<file path="src/rtl/accel_req_buffer.sv">
// Request buffer between the vector dispatcher and Ara, with a drain handshake.
// Optional performance counters are enabled with ACCEL_REQ_BUFFER_PERF_CNT_EN.
module accel_req_buffer #(
    parameter int unsigned DEPTH = 4,
    parameter int unsigned XLEN  = 64
) (
    input  logic            clk_i,
    input  logic            rst_ni,
    input  logic            in_valid_i,
    output logic            in_ready_o,
    input  logic [31:0]     in_insn_i,
    input  logic [XLEN-1:0] in_rs1_i,
    input  logic [XLEN-1:0] in_rs2_i,
    output logic            out_valid_o,
    input  logic            out_ready_i,
    output logic [31:0]     out_insn_o,
    output logic [XLEN-1:0] out_rs1_o,
    output logic [XLEN-1:0] out_rs2_o,
    input  logic            drain_i,
    output logic            drained_o,
    output logic            empty_o,
    output logic [63:0]     issued_cnt_o,
    output logic [63:0]     stall_cnt_o
);

    localparam int unsigned PtrWidth = $clog2(DEPTH);
    localparam logic [PtrWidth-1:0] PtrOne   = 1;
    localparam logic [PtrWidth:0]   CntOne   = 1;
    localparam logic [PtrWidth:0]   DepthCnt = DEPTH[PtrWidth:0];

    typedef enum logic {Run, Drain} state_e;

    state_e              state_q, state_d;
    logic                drain_done_q, drain_done_d;
    logic [PtrWidth-1:0] wr_ptr_q, rd_ptr_q;
    logic [PtrWidth:0]   count_q, count_d;
    logic                push, pop;

    logic [31:0]     insn_mem [DEPTH];
    logic [XLEN-1:0] rs1_mem  [DEPTH];
    logic [XLEN-1:0] rs2_mem  [DEPTH];

    assign in_ready_o  = (state_q == Run) && (count_q < DepthCnt);
    assign out_valid_o = (count_q != '0);
    assign empty_o     = (count_q == '0);
    assign push        = in_valid_i && in_ready_o;
    assign pop         = out_valid_o && out_ready_i;

    assign out_insn_o = insn_mem[rd_ptr_q];
    assign out_rs1_o  = rs1_mem[rd_ptr_q];
    assign out_rs2_o  = rs2_mem[rd_ptr_q];

    // Payload storage is deliberately left out of reset; count gates validity.
    always_ff @(posedge clk_i) begin
        if (push) begin
            insn_mem[wr_ptr_q] <= in_insn_i;
            rs1_mem[wr_ptr_q]  <= in_rs1_i;
            rs2_mem[wr_ptr_q]  <= in_rs2_i;
        end
    end

    always_comb begin
        count_d = count_q;
        unique case ({push, pop})
            2'b10:   count_d = count_q + CntOne;
            2'b01:   count_d = count_q - CntOne;
            default: count_d = count_q;
        endcase
    end

    always_comb begin
        state_d      = state_q;
        drain_done_d = 1'b0;
        drained_o    = 1'b0;
        unique case (state_q)
            Run: begin
                if (drain_i) state_d = Drain;
            end
            Drain: begin
                // Pulse only on the first empty cycle of this drain visit.
                drained_o    = (count_q == '0) && !drain_done_q;
                drain_done_d = drain_done_q | drained_o;
                if ((count_q == '0) && !drain_i) begin
                    state_d      = Run;
                    drain_done_d = 1'b0;
                end
            end
            default: state_d = Run;
        endcase
    end

    always_ff @(posedge clk_i or negedge rst_ni) begin
        if (!rst_ni) begin
            state_q      <= Run;
            drain_done_q <= 1'b0;
            wr_ptr_q     <= '0;
            rd_ptr_q     <= '0;
            count_q      <= '0;
        end else begin
            state_q      <= state_d;
            drain_done_q <= drain_done_d;
            count_q      <= count_d;
            if (push) wr_ptr_q <= wr_ptr_q + PtrOne;
            if (pop)  rd_ptr_q <= rd_ptr_q + PtrOne;
        end
    end

`ifdef ACCEL_REQ_BUFFER_PERF_CNT_EN
    logic [63:0] issued_cnt_q, stall_cnt_q;

    always_ff @(posedge clk_i or negedge rst_ni) begin
        if (!rst_ni) begin
            issued_cnt_q <= '0;
            stall_cnt_q  <= '0;
        end else begin
            if (pop)                        issued_cnt_q <= issued_cnt_q + 64'd1;
            if (out_valid_o && !out_ready_i) stall_cnt_q  <= stall_cnt_q + 64'd1;
        end
    end

    assign issued_cnt_o = issued_cnt_q;
    assign stall_cnt_o  = stall_cnt_q;
`else
    assign issued_cnt_o = '0;
    assign stall_cnt_o  = '0;
`endif

endmodule
</file>
<file path="config.mk">
export PLATFORM = sky130hd
export DESIGN_NAME = accel_req_buffer
export DESIGN_NICKNAME = d
export VERILOG_FILES = /design/src/rtl/accel_req_buffer.sv
export SDC_FILE = /design/constraint.sdc
export NUM_CORES = 1
export LEC_CHECK = 0
export CAP_MARGIN = 10
export CORE_ASPECT_RATIO = 1.75
export CORE_UTILIZATION = 54
export CTS_BUF_LIST = sky130_fd_sc_hd__clkbuf_8
export DETAILED_ROUTE_END_ITERATION = 7
export PLACE_DENSITY = 0.8
export SKIP_LAST_GASP = 1
export SLEW_MARGIN = 20
export SYNTH_ARGS = -nofsm -noshare
export SYNTH_HDL_FRONTEND = slang
export SYNTH_SLANG_ARGS = --single-unit
</file>
<file path="constraint.sdc">
create_clock -name clk_i -period 6.9 [get_ports clk_i]
set_input_delay 1.38 -clock clk_i [delete_from_list [all_inputs] [get_ports clk_i]]
set_output_delay 1.38 -clock clk_i [all_outputs]
set_load 0.05 [all_outputs]
</file>
==> summary.md, run 1 <==
| Metric | Value |
|---|---|
| Status | finished clean |
| Delay-heaviest family, CP | buffers and inverters |
| Global-route wire length before repair | 71300 um |
| Relative max-transition margin | 0.300 |
| Worst setup path class | flip-flop to primary output |
| Number of synthesized register bits | 649 |
| WP buf/inv | 2 |
| Clk_skew | 31.8 ps |
| Routed via count | 11200 |
| Adder-cell share of the synthesized area | 0.00337 |
| Reg2reg end | rs2_mem[2][10]$_DFFE_PP_ |
| Residual DRC | 0 |
| Area leader, netlist | edfxtp_1 |
| Die area | 46300 sq um |
| Hold Crit Class | flip-flop to flip-flop |
| Clock-pin slew on the worst setup and hold paths | 70 ps |
| Synth Area in Compound Gates | 0.000612 |
| Post-Synth Simple-Gate Area | 0.00286 |
| Vias in the first global route | 11800 |
| GR Overflow Total | 0 |
| Fmax | 203 MHz |
| R2R Path Start | count_q[2]$_DFFE_PN0P_ |
| Count of pins over their slew limit | 0 |
| CTS Buf Count | 87 |
| Min-delay src | count_q[2]$_DFFE_PN0P_ |
| Setup repair bufs after CTS | 0 |
| Final wirelength | 48300 um |
| CP Data Required Time | 5520 ps |
| CORE AREA | 44500 sq um |
| Primary FF master, synth | edfxtp_1 |
| Max Cap Viol | 0 |
| Main combinational cell family by area after synthesis | multiplexers |
| Setup TNS | 0 ps |
| Met3 Use GR | 0.0533 |
| Period minus WS final | 4930 ps |
| Crit Path Max Fanout | 42 |
| Final Wtd Congestion | 0.734 |
| Chip width | 163 um |
| Worst skew pair latency | 660 ps |
| Post-CTS sizing | 0 |
| Hold path depth | 1 |
| Worst Path Arrival | 3550 ps |
| Leakage Power | 9.78 nW |
| Crit. End Element | primary output |
| Via density | 5.43 |
| Layout cells sized above 1 | 0.207 |
| Yosys top cell area share | 0.784 |
| Top-count cell post-synth | edfxtp_1 |
| GRT busiest layer | met2 |
| PortBufs | 328 |
| Distinct cells, synth | 24 |
| Seq/Total Area, Yosys | 0.793 |
| Worst reg2reg path depth | 3 |
| Area Growth Syn to Fin | 21.5% |
| Clock sink count | 649 |
| Hold Vio Cnt, Final | 0 |
| Setup-failing EPs final | 0 |
| Num rows | 102 |
| Most frequent cells after synthesis | edfxtp_1 (640), mux4_2 (160), buf_4 (128) |
| Hold Path Sink | count_q[2]$_DFFE_PN0P_ |
| DRT iter0 DRCs | 753 |
| Startpoint class of the critical path | flip-flop |
| HPWL Detailed | 30400 um |
| Pre-antenna DRT Iters | 5 |
| Clock Tree Buf Depth | 3 |
| Unrepaired setup endpoints after global routing | false |
| Slowest-stage cell, CP | dfrtp_4 |
| Largest net degree at the start of global routing | 74 |
| Worst-margin pin slew | 1050 ps |
| R2r setup slk | 4020 ps |
| Io pins | 457 |
| H-tree depth | 3 |
| Asr flop ratio synth | 0.0139 |
| Avg WL per Cell | 23.4 um |
| DIE HEIGHT | 284 um |
| Instance count of the mapped netlist | 1010 |
| Critical path, cell by cell | buf_4, mux4_2, clkdlybuf4s50_1 |
| Cts hold-fix bufs | 0 |
| XOR/XNOR Fraction of Synth Area | 0.00214 |
| Grt met1 use | 0.231 |
| Final Power | 12.3 mW |
| Clk root buf | clkbuf_8 |
| PD cells | 414 nW/um^2 |
| Overall Global Routing Usage | 0.214 |
| Nets | 1580 |
| CTS tree | built |
| Mux contribution to synthesized area | 0.148 |
| Post-synth EDFFs | 640 |
| Post-DRT Antenna Nets | 0 |
| Period utilization | 0.715 |
| Synth Area per Inst | 24.3 sq um |
| GR Util met2 | 0.380 |
| Initial core utilization | 0.550 |
| Dominant cells by area after synthesis | edfxtp_1 (78%), mux4_2 (15%), buf_4 (3.9%) |
| Largest stage delay, worst path | 1030 ps |
| Mapped Area | 24500 sq um |
| Synth Warn # | 0 |
| Initial antenna violation count | 14 |
| Peak VDD IR | 0.343 mV |
-- report_power, final --
part           leakage (nW)  switching, mW  internal [mW]
logic                  2.97           3.01           1.80
clock network         0.952           1.38           1.48
registers              5.86          0.194           4.48
total                  9.78           4.58           7.76
-- registers in the layout, summed over array words and instances, names as in the netlist --
signal / cells
rd_ptr_q: 2
state_q: 1
rs1_mem: 256
wr_ptr_q: 2
drain_done_q: 1
count_q: 3
rs2_mem: 256
insn_mem: 128
-- cells by family (layout without fill, tap and decap cells) --
logic type,after synthesis,after routing
flops,649,649
buf+inv,171,514
mux,162,162
simple gates,13,13
fa+ha+maj,6,6
xor+xnor,6,6
compound gates,2,2
other cells,1,139
-- cell type report --
cell class                 count  area, sq um
multi-input combinational    317         4350
antenna                       11         27.5
fill                        2812        14800
tap                          572          716
clock buffer                  88         1210
clock inverter                72          543
timing repair buffer         347         3460
inverter                       7         26.3
sequential                   649        19500
-- routing by layer --
layer | share of wire | up-vias | routed length [um]
met3 | 0.063 | 111 | 3050
li1 | - | 4779 | -
met4 | 0.047 | 6 | 2290
met2 | 0.55 | 526 | 26600
met5 | 0.0010 | - | 49
met1 | 0.34 | 5776 | 16400
-- cell usage in the layout, fill, tap and decap left out, drive strengths merged, types with 4 or more instances in the layout --
| cell type | count |
|---|---|
| dfrtp | 9 |
| bufinv | 7 |
| clkbuf | 88 |
| clkdlybuf4s50 | 328 |
| diode | 11 |
| mux4 | 160 |
| clkinv | 46 |
| buf | 19 |
| conb | 128 |
| edfxtp | 640 |
| and3 | 4 |
| inv | 23 |
| ha | 5 |
-- worst max-delay path by stage --
stage                               end  depth (start not counted)  slack [ps]               startpoint
5_1_grt                   out_rs2_o[18]                          3        1710  rd_ptr_q[0]$_DFFE_PN0P_
4_1_cts                   out_rs2_o[18]                          3        1820  rd_ptr_q[0]$_DFFE_PN0P_
2_1_floorplan  insn_mem[0][0]$_DFFE_PP_                          1        1280               in_valid_i
3_3_place_gp              out_rs2_o[33]                          3        2550  rd_ptr_q[0]$_DFFE_PN0P_
6_report                  out_rs2_o[18]                          3        1970  rd_ptr_q[0]$_DFFE_PN0P_
3_5_place_dp              out_rs2_o[31]                          3        2540  rd_ptr_q[0]$_DFFE_PN0P_
-- stage by stage --
stage               std cells  utilization  cell area (sq um)  setup WS, ps  hold slack (ps)
CTS                      2052        0.668              29800          1820              507
global placement         1892        0.629              28000          2550              481
finish                   2063        0.669              29800          1970              511
global route             2063        0.669              29800          1710              524
detailed placement       1892        0.629              28000          2540              491
floorplan                1137            -              25000          1280              464
Note: power is estimated with default switching activity, not from simulation.
==> run 2, diff against run 1 <==
--- a/config.mk
+++ b/config.mk
@@ -7,10 +7,10 @@
 export LEC_CHECK = 0
 export CAP_MARGIN = 10
 export CORE_ASPECT_RATIO = 1.75
-export CORE_UTILIZATION = 54
+export CORE_UTILIZATION = 49
 export CTS_BUF_LIST = sky130_fd_sc_hd__clkbuf_8
 export DETAILED_ROUTE_END_ITERATION = 7
-export PLACE_DENSITY = 0.8
+export PLACE_DENSITY = 0.77
 export SKIP_LAST_GASP = 1
 export SLEW_MARGIN = 20
 export SYNTH_ARGS = -nofsm -noshare
==> constraint.sdc (replaced) <==
create_clock -name clk_i -period 4.35 [get_ports clk_i]
set_input_delay 0.87 -clock clk_i [delete_from_list [all_inputs] [get_ports clk_i]]
set_output_delay 0.87 -clock clk_i [all_outputs]
set_load 0.05 [all_outputs]
==> summary.md, run 2 (synthesis gave the netlist of run 1 again) <==
| Metric | Value |
|---|---|
| Largest stage delay, worst path | 810 ps (was 1030 ps) |
| Overall Global Routing Usage | 0.195 (was 0.214) |
| H-tree depth | 3 (unchanged) |
| CP Data Required Time | 3480 ps (was 5520 ps) |
| Fmax | 245 MHz |
| GR Overflow Total | 0 (unchanged) |
| Clock Tree Buf Depth | 3 (unchanged) |
| Pre-antenna DRT Iters | 4 (was 5) |
| Peak VDD IR | 0.499 mV (was 0.343 mV) |
| Slowest-stage cell, CP | dfrtp_4 (unchanged) |
| Most frequent cells in the layout | edfxtp_1 (640), clkdlybuf4s50_1 (328), mux4_2 (160), conb_1 (128), clkbuf_8 (93) (was edfxtp_1 (640), clkdlybuf4s50_1 (328), mux4_2 (160), conb_1 (128), clkbuf_8 (88)) |
| Hold WS | 503 ps (was 511 ps) |
| Final wirelength | 48400 um (was 48300 um) |
| Setup TNS | 0 ps (unchanged) |
| Hold Crit Class | flip-flop to flip-flop (unchanged) |
| Avg WL per Cell | 22.4 um (was 23.4 um) |
| Worst setup path class | flip-flop to primary output (unchanged) |
| Clk root buf | clkbuf_8 (unchanged) |
| Num rows | 108 (was 102) |
| Relative max-transition margin | 0.423 (was 0.300) |
| Worst Path Arrival | 3210 ps (was 3550 ps) |
| Crit. End Element | primary output (unchanged) |
| Initial core utilization | 0.496 (was 0.550) |
| Residual DRC | 0 (unchanged) |
| Routed via count | 11100 (was 11200) |
| Die area | 51000 sq um (was 46300 sq um) |
| PortBufs | 328 (unchanged) |
| Nets | 1588 (was 1580) |
| Hold Vio Cnt, Final | 0 (unchanged) |
| WP buf/inv | 2 (unchanged) |
| Startpoint class of the critical path | flip-flop (unchanged) |
| Min-delay src | count_q[2]$_DFFE_PN0P_ (unchanged) |
| Leading cell type in the layout, fill and taps excluded | edfxtp_1 (unchanged) |
| CP startpoint | rd_ptr_q[0]$_DFFE_PN0P_ (unchanged) |
| DIE HEIGHT | 298 um (was 284 um) |
| Period utilization | 0.938 |
| Worst-margin pin slew | 865 ps (was 1050 ps) |
| Initial antenna violation count | 18 (was 14) |
| Crit Path Max Fanout | 37 (was 42) |
| Worst skew pair latency | 670 ps (was 660 ps) |
| Global-route wire length before repair | 71200 um (was 71300 um) |
| Vias in the first global route | 11800 (about the same) |
| Setup repair bufs after CTS | 0 (unchanged) |
| Post-CTS sizing | 0 (unchanged) |
| Critical path, cell by cell | buf_12, mux4_2, clkdlybuf4s50_1 (was buf_4, mux4_2, clkdlybuf4s50_1) |
| Delay-heaviest family, CP | buffers and inverters (unchanged) |
| Largest net degree at the start of global routing | 66 (was 74) |
| Cts hold-fix bufs | 0 (unchanged) |
| CTS tree | built (unchanged) |
| Via density | 5.14 (was 5.43) |
| Count of pins over their slew limit | 0 (unchanged) |
| Final Wtd Congestion | 0.748 (was 0.734) |
| Io pins | 457 (unchanged) |
| Area occupied by multi-input gates | 4350 sq um (about the same) |
| # fillers | 3433 (was 2812) |
| Layout cells sized above 1 | 0.211 (was 0.207) |
| Period minus WS final | 4080 ps |
| HPWL Detailed | 31300 um (was 30400 um) |
| R2R Path Start | count_q[2]$_DFFE_PN0P_ (unchanged) |
| Clock-pin slew on the worst setup and hold paths | 60 ps (was 70 ps) |
| Leakage Power | 9.85 nW (was 9.78 nW) |
| Unrepaired setup endpoints after global routing | false (unchanged) |
| CTS Buf Count | 88 (was 87) |
| PD cells | 646 nW/um^2 (was 414 nW/um^2) |
| Post-DRT Antenna Nets | 0 (unchanged) |
| Chip width | 171 um (was 163 um) |
| CORE AREA | 49500 sq um (was 44500 sq um) |
| DRT iter0 DRCs | 661 (was 753) |
| Max Cap Viol | 0 (unchanged) |
| Placed cell areas | 28300 sq um (was 28000 sq um) |
| Regs by FF count | rs1_mem (256), rs2_mem (256), insn_mem (128) (unchanged) |
| Area Growth Syn to Fin | 22.5% (was 21.5%) |
| Cell area after layout | 30000 sq um (was 29800 sq um) |
| Clk_skew | 24.1 ps (was 31.8 ps) |
| FF/Latch Area | 19500 sq um (unchanged) |
| Status | finished clean (unchanged) |
| Clock sink count | 649 (unchanged) |
| Setup-failing EPs final | 0 (unchanged) |
-- run 2: cell types whose count changed in the layout (fill, tap and decap cells not counted), sizes merged --
cell,previous run,this run
buf,19,26
bufinv,7,3
clkbuf,88,93
clkinv,46,32
clkinvlp,3,1
diode,11,13
inv,23,35
-- run 2: area by class of cell --
cell class | count | share of cell area
clock buffer | 93 | 0.0426
antenna | 13 | 0.00108
multi-input combinational | 317 | 0.145
clock inverter | 64 | 0.0125
sequential | 649 | 0.648
inverter | 7 | 0.000875
timing repair buffer | 354 | 0.123
tap | 660 | 0.0275
-- run 2: through the flow --
step           total power, mW  utilization  setup WS, ps  instances
2_1_floorplan             13.1            -           382       1137
3_3_place_gp              15.3        0.573           907       1987
3_5_place_dp              15.3        0.573           897       1987
4_1_cts                   19.7        0.606           152       2144
5_1_grt                   20.1        0.607           123       2156
6_report                  19.4        0.607           269       2157
-- run 2: power by group --
part	internal, mW	total [mW]	switching [mW]
Sequential	7.11	7.30	0.186
Clock	2.18	4.33	2.15
Combinational	2.90	7.77	4.87
Total	12.2	19.4	7.21
-- run 2: path summary, 6_finish.rpt --
kind	endpoint	slack [ps]	cells after the start
max	out_rs1_o[38]	270	3
min	count_q[2]$_DFFE_PN0P_	500	1
max reg2reg	insn_mem[0][4]$_DFFE_PP_	2110	3
min reg2reg	count_q[2]$_DFFE_PN0P_	500	1
max in group asynchronous	rd_ptr_q[0]$_DFFE_PN0P_	3450	1
min in group asynchronous	rd_ptr_q[1]$_DFFE_PN0P_	550	1
-- run 2: routing by layer --
layer	vias to the layer above	global-route usage	wire, um	share of wire
met1	5637	0.210	16400	0.34
met5	-	0	54	0.0011
met2	535	0.338	26000	0.54
met4	10	0.116	2430	0.050
li1	4789	-	-	-
met3	126	0.0535	3510	0.073
-- run 2: worst register-to-register path, stage by stage, from the launching register on --
cell,delay [ps]
dfrtp_1,400
nor2_1,300
and3_4,810
buf_12,390
